File: src/rtl/hazard_stall_unit.sv
// ID-stage hazard/stall unit: load-use, load-to-branch and taken-branch flush control.
// Stall/bubble/flush outputs are Mealy; small FSM tracks flush length, stall runs and bubbles.
module hazard_stall_unit #(
  parameter int unsigned FLUSH_CYCLES = 2,
  parameter int unsigned MAX_STALL    = 4,
  parameter int unsigned CNT_W        = 16
) (
  input  logic             clk,
  input  logic             reset,
  input  logic [4:0]       IFID_rs1,
  input  logic [4:0]       IFID_rs2,
  input  logic             ID_Branch,
  input  logic             IDEX_MemRead,
  input  logic [4:0]       IDEX_rd,
  input  logic             EXMEM_MemRead,
  input  logic [4:0]       EXMEM_rd,
  input  logic             Branch_taken,
  output logic             PCWrite,
  output logic             IFID_Write,
  output logic             Mux_Write,
  output logic             IFID_Flush,
  output logic             stall_timeout,
  output logic [CNT_W-1:0] bubble_count
);

  localparam int unsigned RUN_W = $clog2(MAX_STALL + 1);
  localparam logic [2:0]       FLUSH_INIT = 3'(FLUSH_CYCLES - 1);
  localparam logic [RUN_W-1:0] RUN_MAX    = RUN_W'(MAX_STALL);
  localparam logic [RUN_W-1:0] RUN_PRE    = RUN_W'(MAX_STALL - 1);
  localparam logic [CNT_W-1:0] CNT_MAX    = '1;

  typedef enum logic [1:0] {
    S_RUN   = 2'd0,
    S_STALL = 2'd1,
    S_FLUSH = 2'd2
  } state_e;

  state_e           state_q, state_d;
  logic [2:0]       flush_left_q, flush_left_d;
  logic [RUN_W-1:0] run_len_q, run_len_d;
  logic             stall_timeout_q, stall_timeout_d;
  logic [CNT_W-1:0] bubble_count_q, bubble_count_d;

  logic lu_c;
  logic lb_c;
  logic haz_c;

  // Hazard detection; x0 never creates a dependency
  always_comb begin
    lu_c  = IDEX_MemRead && (IDEX_rd != 5'd0) &&
            ((IDEX_rd == IFID_rs1) || (IDEX_rd == IFID_rs2));
    lb_c  = ID_Branch && EXMEM_MemRead && (EXMEM_rd != 5'd0) &&
            ((EXMEM_rd == IFID_rs1) || (EXMEM_rd == IFID_rs2));
    haz_c = lu_c || lb_c;
  end

  // State and bookkeeping registers
  always_ff @(posedge clk or posedge reset) begin
    if (reset) begin
      state_q         <= S_RUN;
      flush_left_q    <= 3'd0;
      run_len_q       <= '0;
      stall_timeout_q <= 1'b0;
      bubble_count_q  <= '0;
    end else begin
      state_q         <= state_d;
      flush_left_q    <= flush_left_d;
      run_len_q       <= run_len_d;
      stall_timeout_q <= stall_timeout_d;
      bubble_count_q  <= bubble_count_d;
    end
  end

  // Next-state: branch beats an ongoing flush, which beats a data hazard
  always_comb begin
    state_d         = state_q;
    flush_left_d    = flush_left_q;
    run_len_d       = run_len_q;
    stall_timeout_d = stall_timeout_q;
    bubble_count_d  = bubble_count_q;

    if (Branch_taken) begin
      run_len_d = '0;
      if (FLUSH_CYCLES > 1) begin
        state_d      = S_FLUSH;
        flush_left_d = FLUSH_INIT;
      end else begin
        state_d      = S_RUN;
        flush_left_d = 3'd0;
      end
    end else if (state_q == S_FLUSH) begin
      run_len_d = '0;
      if (flush_left_q <= 3'd1) begin
        state_d      = S_RUN;
        flush_left_d = 3'd0;
      end else begin
        flush_left_d = 3'(flush_left_q - 3'd1);
      end
    end else if (haz_c) begin
      state_d = S_STALL;
      if (run_len_q != RUN_MAX) begin
        run_len_d = RUN_W'(run_len_q + 1'b1);
      end
      if (run_len_q >= RUN_PRE) begin
        stall_timeout_d = 1'b1;
      end
    end else begin
      state_d   = S_RUN;
      run_len_d = '0;
    end

    if (!Mux_Write && (bubble_count_q != CNT_MAX)) begin
      bubble_count_d = CNT_W'(bubble_count_q + 1'b1);
    end
  end

  // Mealy control outputs, forced inactive while reset is held
  always_comb begin
    PCWrite    = 1'b0;
    IFID_Write = 1'b0;
    Mux_Write  = 1'b0;
    IFID_Flush = 1'b0;
    if (!reset) begin
      if (Branch_taken || (state_q == S_FLUSH)) begin
        PCWrite    = 1'b1;
        IFID_Write = 1'b1;
        IFID_Flush = 1'b1;
      end else if (!haz_c) begin
        PCWrite    = 1'b1;
        IFID_Write = 1'b1;
        Mux_Write  = 1'b1;
      end
    end
  end

  assign stall_timeout = stall_timeout_q;
  assign bubble_count  = bubble_count_q;

endmodule

File: config.mk
export PLATFORM = sky130hd
export DESIGN_NAME = hazard_stall_unit
export DESIGN_NICKNAME = d
export VERILOG_FILES = /design/src/rtl/hazard_stall_unit.sv
export SDC_FILE = /design/constraint.sdc
export NUM_CORES = 1
export LEC_CHECK = 0
export ABC_AREA = 1
export CAP_MARGIN = 20
export CORE_ASPECT_RATIO = 1.5
export CORE_MARGIN = 10
export CORE_UTILIZATION = 49
export CTS_CLUSTER_DIAMETER = 60
export DETAILED_ROUTE_END_ITERATION = 10
export HOLD_SLACK_MARGIN = 0.1
export PLACE_DENSITY = 0.87
export SLEW_MARGIN = 10
export SYNTH_ARGS = -nofsm -noshare
export SYNTH_HDL_FRONTEND = slang
export SYNTH_SLANG_ARGS = --single-unit
File: constraint.sdc
create_clock -name clk -period 2.5 [get_ports clk]
set_input_delay 0.75 -clock clk [delete_from_list [all_inputs] [get_ports clk]]
set_output_delay 0.75 -clock clk [all_outputs]
set_load 0.01 [all_outputs]
# After elaboration in Yosys (flattened, before gate mapping)

Index checks and enable logic that the tools add are counted.

Register bits after elaboration: 25
Latch bits: 0
Bits in writable memories: 0
Memory bits (read-only): 0
Input bits: 26
Output and inout bits: 21
Logic and storage cells: 54
Memories: 0

Add/subtract/negate cells: 3
Multipliers: 0
Divide/modulo/power cells: 0
$lt $le $gt $ge: 2
Equality and inequality tests: 9
Shifts and indexed selects: 0
Mux-type cells: 18
Bitwise operators: 2
Reduce and logical (&&, ||, !) cells: 15

Operators with widths:

| kind                  | number |
|---|---|
| $mux 3                | 7 |
| $eq 5x5->1            | 4 |
| $add 16x1->16 const B | 1 |
| $ne 16x16->1 const B  | 1 |
| $reduce_bool 5->1     | 2 |
| $mux 1                | 8 |
| $logic_and 1x1->1     | 6 |
| $mux 2                | 3 |
| $logic_or 1x1->1      | 4 |
| $ne 4x2->1 const B    | 1 |
| $reduce_and 4->1      | 1 |
| $add 3x1->3 const B   | 1 |
| $ge 3x2->1 const B    | 1 |
| $le 3x1->1 const B    | 1 |
| $ne 3x2->1 const B    | 1 |
| $ne 3x3->1 const B    | 1 |
| $sub 3x1->3 const B   | 1 |
| $eq 2x2->1 const B    | 1 |
| $not 1->1             | 2 |
| $reduce_bool 2->1     | 1 |
| $logic_not 1->1       | 1 |

# Logic depth before layout (Yosys ltp)

Gate-level depths: netlist of the first run.

Depth in word-level cells: 9
Gate-level depth with buffers: 12
Depth with buffers taken out: 12

# Worst setup path after synthesis of the first run

Ideal clock, no wire load.

Path type: input port to output port
Start: in IDEX_rd[3]
End: out PCWrite
Data arrival time: 1.743 ns
Data required time: 1.750 ns
Slack: 0.007 ns
Stages on the path: 10
Path buffers: 1
Path through: inv_1 -> nand4_1 -> o21ai_0 -> inv_2 -> nand2_1 -> nand2_1 -> nand2_1 -> inv_2 -> nor2_1 -> buf_4

Cells in the longest elaborated chain, start to end: 7
Elaborated cells between the ends (all ways): 10
Those cells by class: eq/ne: 2; mux: 3; reduce/logical: 5

Ends and longest elaborated chain:

| item                                                         | line   | source |
|---|---|---|
| start, declared                                              | 14     | `input logic [4:0] IDEX_rd,` |
| $eq 5x5->1 / $reduce_bool 5->1 (equally long branches)       | 51, 50 |  |
| $logic_or 1x1->1 / $logic_and 1x1->1 (equally long branches) | 51, 50 |  |
| $logic_and 1x1->1 (*)                                        | 50     | `lu_c = IDEX_MemRead && (IDEX_rd != 5'd0) &&` |
| $logic_or 1x1->1 (*)                                         | 54     | `haz_c = lu_c \|\| lb_c;` |
| $mux 1 (*) (3 in series)                                     | -      |  |
| end, declared                                                | 18     | `output logic PCWrite,` |

Every way passes the cells marked *; elsewhere a longest branch is shown, timed or not.

# Worst setup path in the final report of the first run

Start: in EXMEM_rd[1]
End: out PCWrite

Cells in the longest elaborated chain, start to end: 7
Elaborated cells between the ends (all ways): 10
Those cells by class: eq/ne: 2; mux: 3; reduce/logical: 5

Ends and longest elaborated chain:

| item                                                         | line   | source |
|---|---|---|
| start, declared                                              | 16     | `input logic [4:0] EXMEM_rd,` |
| $eq 5x5->1 / $reduce_bool 5->1 (equally long branches)       | 53, 52 |  |
| $logic_or 1x1->1 / $logic_and 1x1->1 (equally long branches) | 53, 52 |  |
| $logic_and 1x1->1 (*)                                        | 52     | `lb_c = ID_Branch && EXMEM_MemRead && (EXMEM_rd != 5'd0) &&` |
| $logic_or 1x1->1 (*)                                         | 54     |  |
| $mux 1 (*)                                                   | 128    | `end else if (!haz_c) begin` |
| $mux 1 (*)                                                   | 124    | `if (Branch_taken \|\| (state_q == S_FLUSH)) begin` |
| $mux 1 (*)                                                   | 123    | `if (!reset) begin` |

Marks and branches as above.

==> results of run 1 <==
==> layer usage <==
metal  share of wire (%)  GRT usage [%]  vias to the layer above
met1                  36           12.8                      882
met4                 2.5           5.94                        0
met3                 6.8           4.05                       12
met2                  54           28.6                       58
li1                    -              -                      972
met5                   0              0                        -
==> through the flow <==
step,cells,utilization (%),total power [uW]
after floorplan,277,-,812
after global placement,373,66.4,1030
after detailed placement,373,66.4,1050
after CTS,379,66.6,1280
after global routing,379,67.3,1360
final,379,67.3,1270
==> cell type report <==
cell class	instances	share of cell area, %
clock buffers	3	1.68
repair buffers	60	20.0
inverters	48	7.34
flip-flops and latches	25	25.5
clock inverters	1	0.204
well taps	43	2.19
multi-input cells	199	43.1
==> timing repair <==
action / 4_1_cts / 5_1_grt
setup buffers: 2 / 0
pin swaps: 19 / 13
endpoints found under the setup margin: 4 / 3
resized for setup: 121 / 12
==> flip-flops by register name, summed over array words and instances (netlist names) <==
signal         count
run_len_q          3
bubble_count      16
stall_timeout      1
state_q            2
flush_left_q       3
==> cells in the final DEF, fill, tap and decap left out, types with 2 or more instances in the layout <==
cell type,count
sky130_fd_sc_hd__nand2_2,4
sky130_fd_sc_hd__inv_1,33
sky130_fd_sc_hd__xor2_1,9
sky130_fd_sc_hd__ha_1,6
sky130_fd_sc_hd__o22ai_1,2
sky130_fd_sc_hd__nor2_2,7
sky130_fd_sc_hd__buf_8,2
sky130_fd_sc_hd__xnor2_1,8
sky130_fd_sc_hd__clkbuf_8,3
sky130_fd_sc_hd__nor3_1,6
sky130_fd_sc_hd__nand3_2,2
sky130_fd_sc_hd__dfrtp_1,25
sky130_fd_sc_hd__nor3_4,2
sky130_fd_sc_hd__o21ai_0,2
sky130_fd_sc_hd__nand3_1,28
sky130_fd_sc_hd__nor2_1,14
sky130_fd_sc_hd__buf_4,14
sky130_fd_sc_hd__buf_6,3
sky130_fd_sc_hd__nand2_1,96
sky130_fd_sc_hd__nand4_1,3
sky130_fd_sc_hd__clkdlybuf4s50_1,20
sky130_fd_sc_hd__buf_2,18
sky130_fd_sc_hd__inv_2,15
sky130_fd_sc_hd__a21oi_1,2
sky130_fd_sc_hd__nor3_2,2
==> where the power goes <==
part / internal (uW) / total [uW] / switching, uW
sequential: 463 / 549 / 85.8
combinational: 242 / 485 / 243
clock: 112 / 240 / 129
==> logic make-up after synthesis <==
logic type	Yosys count	share of synthesized area [%]
AND/OR/NAND/NOR	168	40.1
buffers and inverters	53	11.6
flip-flops	25	33.8
XOR/XNOR	17	8.04
AO/OA/AOI/OAI	8	2.43
adder cells (fa/ha/maj)	6	4.05
==> worst max-delay path: stages <==
cell and delay (ns):
sky130_fd_sc_hd__buf_2 0.12, sky130_fd_sc_hd__inv_2 0.06, sky130_fd_sc_hd__nand2_1 0.04, sky130_fd_sc_hd__nand2_1 0.08
sky130_fd_sc_hd__nor2_2 0.05, sky130_fd_sc_hd__nand3_1 0.10, sky130_fd_sc_hd__nand2_1 0.07, sky130_fd_sc_hd__nand2_2 0.09
sky130_fd_sc_hd__nand2_2 0.06, sky130_fd_sc_hd__nand2_2 0.07, sky130_fd_sc_hd__inv_2 0.04, sky130_fd_sc_hd__nor2_2 0.09
sky130_fd_sc_hd__buf_2 0.14
==> worst min-delay path by stage <==
stage                     cells after the start                        end
final                                         2  stall_timeout$_DFFE_PP0P_
after global routing                          2  stall_timeout$_DFFE_PP0P_
after CTS                                     2  stall_timeout$_DFFE_PP0P_
after detailed placement                      2  stall_timeout$_DFFE_PP0P_
after global placement                        2  stall_timeout$_DFFE_PP0P_
after floorplan                               2  stall_timeout$_DFFE_PP0P_
==> results by stage, run 1 <==
Synthesis:
- The number of enable flip-flop cells after synthesis is 0.
- The synthesized design devotes to its leading area cell type 33.8% of total area.
- A synthesized cell averages 6.69 um^2.
- The number of library cell types mapped by synthesis is 25.
- After synthesis the netlist holds a flip-flop and latch count of 25.
- The area of the mapped netlist is 1850 um^2.
- By count the netlist is led by 100 x sky130_fd_sc_hd__nand2_1, 44 x sky130_fd_sc_hd__inv_1, 28 x sky130_fd_sc_hd__nand3_1.
- The largest area contributor in the netlist is sky130_fd_sc_hd__dfrtp_1.
- In the synthesized netlist the dominant register cell turns out to be sky130_fd_sc_hd__dfrtp_1.
- The total nets after synthesis is 309.
- Among all cell types in the netlist, the one instantiated most often is sky130_fd_sc_hd__nand2_1.
- Yosys printed 0 warnings.
- By area the synthesized netlist is led by sky130_fd_sc_hd__dfrtp_1 34%, sky130_fd_sc_hd__nand2_1 20%, sky130_fd_sc_hd__inv_1 8.9%.
- The sequential-to-total area share from yosys stat is 33.8%.
- The number of instances in the synthesized netlist is 277.
- For this run, asynchronously set or reset flops after synthesis account for 100%.

Clock tree:
- The clock passes through at most 2 buffers.
- The count of clock tree sinks is 25.
- TritonCTS built the clock tree.
- The clock-pin transition on the worst setup and hold timing paths is 0.09 ns.
- The number of hold buffers added after CTS was 0.
- Clock latency on the worst-skew pair, taken at its later pin, is 0.27 ns.
- The number of levels the H-tree was split into is 1.
- The clock root buffer is sky130_fd_sc_hd__clkbuf_8.
- Buffers inserted during clock tree synthesis total 3.

Timing:
- The clock arrives with 0.00169 ns of skew.
- Setup slack on the critical path of the routed design comes to -0.0228 ns.
- The final hold violation count is 0.
- The count of endpoints failing setup in the final report is 3.
- Setup repair after global routing could not meet its margin everywhere.
- Timing would allow up to 0.396 GHz.
- The final number of max-transition violations is 0.
- The setup TNS after final layout is -0.0615 ns.
- The minimum clock period is 2.52 ns.
- In this run the tightest slew margin relative to its limit is 74.5%.
- The pin slew with the least headroom to its limit is 0.380 ns.
- The final-layout worst hold slack is 0.487 ns.
- Dividing the final minimum period by the clock period gives 101%.

Place:
- After legalization and detailed placement, the total HPWL measured 3.81 mm.
- OpenSTA, run right after detailed placement, puts the worst setup slack at -0.974 ns.
- The routability-driven placement congestion ratio is 0.902.
- The count of buffers from port buffering is 46.
- The cell area after placement is 2420 um^2.

Min path:
- The source of the worst hold timing path is stall_timeout$_DFFE_PP0P_.
- The worst hold path class is flip-flop to flip-flop.

Layout:
- At the end of the flow, the number of nets in the layout was 369.
- The multi-input logic area is 1060 um^2.
- The register area is 626 um^2.
- After routing the design area is 2460 um^2.
- 0 antenna diodes ended up in the layout.
- The post-route netlist has 22.6% of its cells at a drive strength greater than 1.
- The number of fill cells is 307.
- From synthesis to final layout, the design area changed by 32.6%.

Detailed routing:
- Before antenna repair, the detailed router went through 4 iterations.
- The routed via count is 1924.
- The average wire per standard cell is 12.9 um.
- The routed design has 4.88 mm of wire.
- For this block, the initial DRC count from the detailed router was 154.
- The number of nets with antenna violations after detailed routing is 0.
- After detailed routing, the number of remaining DRC violations is 0.
- After detailed routing, the number of vias per cell comes to 5.08.

Die:
- The die is 70.2 um wide.
- In this run the standard cell core region covers 3650 um^2.
- The initial cell density of the core is 50.8%.
- After floorplanning, the core was divided into 27 placement rows.
- The number of top-level pins is 47.
- In this run the vertical extent of the chip is 95.3 um.
- The full die area is 6690 um^2.

Worst setup path:
- In this run the worst path has a maximum fanout of 3.
- In this run the critical register-to-register path is launched from bubble_count[0]$_DFFE_PP0P_.
- The type of destination of the critical path is a primary output.
- The launch point of the worst path is EXMEM_rd[1].
- The setup check on the worst reg-to-reg path leaves a slack of 0.45 ns.
- The setup path with the least slack is of type input port to primary output.
- Counting cells, the worst reg-to-reg path comes to 8.
- The capture instance of the worst register-to-register path is bubble_count[10]$_DFFE_PP0P_.
- The sort of element at the start of the critical path is an input port.
- STA puts the critical path data arrival time at 1.77 ns.
- The capture point of the critical path is PCWrite.
- Data on the critical path is required at its endpoint by 1.75 ns.

GRT:
- The number of antenna violations at the first check in global routing is 0.
- The largest net degree at the start of global routing is 26.
- The wire length of the first global-routing pass is 8.07 mm.
- The number of global-route vias before repair is 1927.
- The aggregate global routing overflow is 0.
- For this run, the total global-route usage over all layers was measured as 14.2%.

Power and ir drop:
- The largest vdd supply drop is 0.463 mV.
- For this design the static power due to leakage is 0.00132 uW.
- The power per unit of standard cell area is 519 nW/um^2.

Run:
- Max-cap violations in this run came to 0.

Run status:
- The final reports fail on negative setup slack.
- The flow ran to the end, but the final reports show violations.
Note: power is estimated with default switching activity, not from simulation.
==> run 2, diff against run 1 <==
==> constraint.sdc (replaced) <==
create_clock -name clk -period 2.5 [get_ports clk]
set_input_delay 0.5 -clock clk [delete_from_list [all_inputs] [get_ports clk]]
set_output_delay 0.5 -clock clk [all_outputs]
set_load 0.01 [all_outputs]
==> results by stage, run 2 (synthesized netlist as in run 1, its figures left out) <==
Worst setup path:
- The capture instance of the worst register-to-register path is bubble_count[7]$_DFFE_PP0P_.
- Tracing the worst setup path back leads to its startpoint at Branch_taken.
- Setup slack on the worst reg-to-reg path comes out at 0.67 ns.
- The delay of the slowest cell on the worst path is 0.57 ns.
- On the critical path the largest part of the delay comes from buffers and inverters.
- The critical-path maximum fanout is 3.
- The signal on the critical path passes through clkdlybuf4s50_1 > nor2_1 > buf_4 > nor2_1 > clkdlybuf4s50_1.
- STA classifies the critical path endpoint as a primary output.
- Counting cells, the worst reg-to-reg path comes to 8.
- Together, buffers and inverters on the worst path number 3.
- The startpoint identified for the worst register-to-register timing path is bubble_count[0]$_DFFE_PP0P_.
- The worst setup path is launched from an input port.
- The worst setup path is of the input port to primary output kind.
- The cell with the largest stage delay on the worst path is sky130_fd_sc_hd__clkdlybuf4s50_1.
- The data arrival time at the worst-slack endpoint is 1.88 ns.
- Data on the critical path is required at its endpoint by 2.00 ns.

GRT:
- The largest net degree at the start of global routing is 26.
- The number of antenna violations at the first check in global routing is 1.
- Global routing used 14.6% of the available tracks across all layers.
- The number of global-route vias before repair is 1974.
- The first global-routing pass estimated 8.22 mm of wire.
- After global routing the overflow that remains totals 0.

Clock tree:
- The clock-pin transition on the worst setup and hold timing paths is 0.09 ns.
- The later pin in the worst-skew pair is clocked with a latency of 0.27 ns.
- The clock root buffer is sky130_fd_sc_hd__clkbuf_8.
- The number of buffers inserted to repair setup after CTS is 0.
- TritonCTS built the clock tree.
- The number of levels the H-tree was split into is 1.
- CTS saw 25 sinks.
- The number of buffers on the longest clock path is 2.
- The number of clock buffers added by TritonCTS is 3.

Detailed routing:
- Before antenna repair, the detailed router went through 4 iterations.
- The count of unresolved DRC violations after routing is 0.
- In the final routed layout, each cell accounts on average for 13.0 um.
- The detail route stage leaves a number of antenna-violating nets equal to 0.
- The via-per-instance ratio is 5.11.
- The routed via count is 1932.
- In this run, the number of DRC markers left after iteration 0 of detailed routing was 181.
- The wire length after detailed routing is 4.91 mm.

Layout:
- The multi-input logic area is 1020 um^2.
- After routing the design area is 2490 um^2.
- The flip-flop count of the largest register after layout is 16.
- The number of fill cells is 327.
- Across the whole layout, storage elements account for 626 um^2.
- The fraction of final layout cells sized beyond drive strength 1 is 10.2%.
- The final layout contains 367 nets.
- The library cells used most frequently in the layout, excluding fill and tap cells, are 100 x sky130_fd_sc_hd__nand2_1, 44 x sky130_fd_sc_hd__inv_1, 28 x sky130_fd_sc_hd__nand3_1.
- Leaving out fill and tap cells, the most frequent cell in the layout is sky130_fd_sc_hd__nand2_1.
- Compared with the post-synthesis result, the final layout area differs by 34.5%.

Timing:
- Between clock sinks in the finished design, the worst skew comes to 0.00243 ns.
- The final number of max-transition violations is 0.
- At the pin with the least slew margin, the transition time is 0.381 ns.
- Headroom to the max-slew limit came out at 74.4%.
- The count of endpoints failing setup in the final report is 0.
- Setup repair after global routing left no endpoint under its margin.
- Final hold analysis gives a worst-case slack of 0.480 ns.
- The highest clock rate is 0.420 GHz.
- The share of the clock period used by the worst path is 95.1%.
- The setup TNS after final layout is 0 ns.
- The worst path needs 2.38 ns of the cycle, external delays included.
- The final hold violation count was 0.
- The worst path setup slack after routing is 0.121 ns.

Power and ir drop:
- Per report_power, the clock group accounts for 19.1% of the total.
- The largest vdd supply drop is 0.403 mV.
- The sequential group share of total power is 43.2%.
- In this run the power spent charging and discharging nets is 452 uW.
- Internal power comes to 816 uW.
- For this design the ratio of total power to cell area is 510 nW/um^2.
- In this run, the combinational gates consume 37.7% of the power.
- The static leakage is 0.00140 uW.
- The switching power share of the total is 35.7%.

Die:
- 47 I/O pins were placed.
- The height of the die is 95.3 um.
- The number of cell rows is 27.
- The initial cell density of the core is 50.8%.
- The die is 70.2 um wide.
- The placeable core area is 3650 um^2.
- The die covers 6690 um^2.

Min path:
- The worst hold path passes through 2 cells.
- The worst hold path terminates at stall_timeout$_DFFE_PP0P_.
- In this run the most critical hold path is launched from stall_timeout$_DFFE_PP0P_.
- The path class of the tightest hold or removal check is flip-flop to flip-flop.

Place:
- At the end of routability-driven placement, the weighted congestion stood at 0.894.
- The count of buffers from port buffering is 46.
- The sum of net half-perimeters after detailed placement is 3.95 mm.
- The cell area after placement is 2420 um^2.
- The worst-case setup slack after placement is -0.477 ns.

Run:
- The tool flagged a number of max-cap violations equal to 0.

Run status:
- The run finished with clean final reports.
-- run 2: worst min-delay path, cell delays in order (launching register included) --
cell and delay, ns:
sky130_fd_sc_hd__dfrtp_1 0.36, sky130_fd_sc_hd__inv_1 0.04, sky130_fd_sc_hd__nand2_1 0.05
-- run 2: per-layer routing --
metal,routed length [um],up-vias,global-route usage (%)
li1,-,962,-
met5,0,-,0
met4,175,0,7.43
met1,1740,891,13.2
met2,2660,64,28.9
met3,329,15,3.85
-- run 2: power groups by stage --
stage          Combinational [uW]  Sequential (uW)  Clock [uW]
2_1_floorplan                 245              567           0
3_3_place_gp                  471              551           0
3_5_place_dp                  490              557           0
4_1_cts                       487              549         249
5_1_grt                       536              565         258
6_report                      479              548         242
-- run 2: per-stage QoR --
stage / total power (uW) / cells / utilization, %
2_1_floorplan: 812 / 277 / -
3_3_place_gp: 1020 / 373 / 66.4
3_5_place_dp: 1050 / 373 / 66.4
4_1_cts: 1280 / 377 / 67.4
5_1_grt: 1360 / 378 / 68.2
6_report: 1270 / 378 / 68.2
-- run 2: timing repair --
| item | CTS | global route |
|---|---|---|
| gates resized for setup | 22 | 12 |
| hold buffers | 0 | 0 |
| pin swaps | 4 | 0 |
| endpoints found under the hold margin | 0 | 0 |
| endpoints found under the setup margin | 3 | 3 |
-- run 2: area by class of cell --
class	count	share of cell area [%]
Antenna cell	1	0.101
Clock buffer	3	1.66
Clock inverter	1	0.201
Inverter	48	7.24
Multi-Input combinational cell	199	41.1
Sequential cell	25	25.1
Tap cell	43	2.16
Timing Repair Buffer	58	22.5
-- run 2: worst max-delay path by stage --
stage                     cells past startpoint          to  slack, ns
after global routing                          5  IFID_Flush       0.06
after global placement                       11  IFID_Write      -0.43
after floorplan                              10     PCWrite       0.51
after CTS                                    12   Mux_Write       0.01
final                                         5  IFID_Flush       0.12
after detailed placement                     11     PCWrite      -0.48
==> run 3, diff against run 2 <==
PLACE_DENSITY = 0.8   (was 0.87)
==> results by stage, run 3 (synthesized netlist as in run 1, its figures left out) <==
Clock tree:
- TritonCTS built the clock tree.
- The longest clock path from root to sink contains 2 buffers.
- The number of clock buffers inserted by TritonCTS is 3.
- The count of clock tree sinks is 25.
- The tree is rooted in a sky130_fd_sc_hd__clkbuf_8.
- CTS built an H-tree with a depth of 1.
- The clock latency of the later-clocked register in the worst-skew pair is 0.27 ns.
- Clock-pin slew was measured on the worst setup and hold paths at 0.08 ns.

Timing:
- Setup violations remaining at the end of the flow were counted as 0.
- The clock tree skew after final layout is 0.00257 ns.
- The minimum clock period is 2.35 ns.
- The final number of max-transition violations is 0.
- The share of the clock period used by the worst path is 94.1%.
- The headroom to the max-slew limit is 75.5%.
- The final-layout worst hold slack is 0.481 ns.
- At the pin with the least slew margin, the transition time is 0.366 ns.
- Setup repair after global routing left no endpoint under its margin.
- The final hold violation count is 0.
- The highest clock rate is 0.425 GHz.

Detailed routing:
- For this run, design rule violations remaining after detail routing come to 0.
- The DRC marker count from the first detailed-route iteration is 120.
- The routed via count is 1908.
- Using the TritonRoute via totals, the vias-per-cell ratio works out to 5.06.
- For this run, the detailed router's first-pass iteration total came to 4.
- After detailed routing, the average wire length per cell comes to 12.5 um.
- The number of nets with antenna violations after detailed routing is 0.
- For this block, the routed nets add up to 4.73 mm of wire.

Place:
- Detailed placement finished with a half-perimeter wire length of 3.82 mm.
- The congestion estimate from routability-driven global placement came to 0.882.
- The total placed cells including tap cells is 373.
- In this run the tool buffered the top-level ports with 46 buffer cells.

Die:
- The core region is 3650 um^2.
- The height of the die is 95.3 um.
- The number of cell rows is 27.
- Pin placement for this block handled 47 I/O pins.
- The overall die width is 70.2 um.
- The die covers 6690 um^2.
- Once the floorplan was initialized, standard cells occupied 50.8% of the core.

GRT:
- The wire length of the first global-routing pass is 7.94 mm.
- The overall global routing resource usage is 14.1%.
- The number of global-route vias before repair is 1947.
- The met2 capacity usage during global routing is 27.4%.
- Summed over all layers, the global routing overflow is 0.
- met2 is the most crowded layer.
- The number of antenna violations at the first check in global routing is 0.
- In the global route stage, met1 resource usage came out at 12.4%.
- Entering global routing, the biggest net connects 26 pins.
- The met3 track demand over resource is 3.85%.

Layout:
- From synthesis to final layout, the design area changed by 35.6%.
- The net total in the final layout is 367.
- The top cell types in the final layout, fill and taps aside, are 98 x sky130_fd_sc_hd__nand2_1, 43 x sky130_fd_sc_hd__inv_1, 28 x sky130_fd_sc_hd__nand3_1.
- The register with the most flip-flops in the layout has 16 of them.
- Leaving out fill and tap cells, the most frequent cell in the layout is sky130_fd_sc_hd__nand2_1.
- The finished layout holds 377 standard cells, fillers aside.
- 0 antenna diodes ended up in the layout.
- The fraction of final layout cells sized beyond drive strength 1 is 11.4%.

Worst setup path:
- Data arrives at the worst endpoint at 1.85 ns.
- The required time reported for the critical path endpoint is 2.00 ns.
- The path type of the worst setup path is input port to primary output.
- In this run the worst path has a maximum fanout of 3.
- STA classifies the critical path endpoint as a primary output.
- The sort of element at the start of the critical path is an input port.

Min path:
- The worst hold path class is flip-flop to flip-flop.

Power and ir drop:
- Power spread over the standard cell area amounts to 506 nW/um^2.
- The largest vdd supply drop is 0.356 mV.
- For this design the static power due to leakage is 0.00144 uW.

Run:
- Max-cap violations in this run came to 0.

Run status:
- The run finished with clean final reports.
-- run 3: cell types whose count changed in the layout (fill, tap and decap cells not counted), sizes merged --
cell	change
clkbuf	+1
diode	-1
dlygate4sd2	-1
dlymetal6s2s	+3
clkinv	-1
clkdlybuf4s15	-1
clkdlybuf4s50	-1
-- run 3: area by class of cell --
class / instances / area (um^2)
Tap cell: 43 / 53.8
Inverter: 48 / 180
Multi-Input combinational cell: 199 / 1040
Sequential cell: 25 / 626
Timing Repair Buffer: 58 / 567
Fill cell: 326 / 1140
Clock buffer: 4 / 45.0
-- run 3: worst paths after layout --
path | startpoint | endpoint | slack [ns] | cells after the start
worst max-delay path | IFID_rs2[3] | Mux_Write | 0.15 | 8
worst min-delay path | stall_timeout$_DFFE_PP0P_ | stall_timeout$_DFFE_PP0P_ | 0.48 | 2
worst max register to register | bubble_count[0]$_DFFE_PP0P_ | bubble_count[10]$_DFFE_PP0P_ | 0.66 | 8
worst min register to register | stall_timeout$_DFFE_PP0P_ | stall_timeout$_DFFE_PP0P_ | 0.48 | 2
max in group asynchronous | reset | bubble_count[4]$_DFFE_PP0P_ | 1.57 | 3
min in group asynchronous | reset | stall_timeout$_DFFE_PP0P_ | 0.70 | 3
-- run 3: repair_timing --
action | 4_1_cts | 5_1_grt
setup endpoints to repair | 3 | 4
pin swaps | 0 | 1
gates resized for setup | 20 | 19
hold buffers | 0 | 0
setup buffers | 0 | 0
cloned | 0 | 0
-- run 3: metrics by stage --
stage | cell area, um^2 | total power (uW) | worst slack, ns | TNS, ns | util (%)
final | 2510 | 1270 | 0.147 | 0 | 68.8
after global routing | 2510 | 1370 | 0.0702 | 0 | 68.8
after CTS | 2470 | 1280 | 0.00434 | 0 | 67.7
after detailed placement | 2420 | 1050 | -0.348 | -0.918 | 66.4
after global placement | 2420 | 1030 | -0.320 | -0.851 | 66.4
after floorplan | 1850 | 812 | 0.507 | 0 | -
-- run 3: layer usage --
layer | vias to the layer above | wire length, um | share of wire, %
li1 | 963 | - | -
met1 | 858 | 1620 | 34
met2 | 69 | 2550 | 54
met3 | 18 | 349 | 7.4
met4 | 0 | 210 | 4.4
met5 | - | 0 | 0
-- run 3: where the power goes --
group | internal (uW) | switching [uW] | leakage, uW
Sequential | 463 | 86.3 | 0.000327
Clock | 114 | 125 | 0.0000228
Combinational | 244 | 237 | 0.00109
-- run 3: worst max-delay path, cell delays in order --
cell and delay [ns]:
sky130_fd_sc_hd__clkdlybuf4s50_1 0.55, sky130_fd_sc_hd__xnor2_1 0.14, sky130_fd_sc_hd__nand3_1 0.09, sky130_fd_sc_hd__nand2_1 0.07, sky130_fd_sc_hd__nand2_1 0.07, sky130_fd_sc_hd__nand3_2 0.11, sky130_fd_sc_hd__inv_1 0.04, sky130_fd_sc_hd__dlygate4sd2_1 0.27
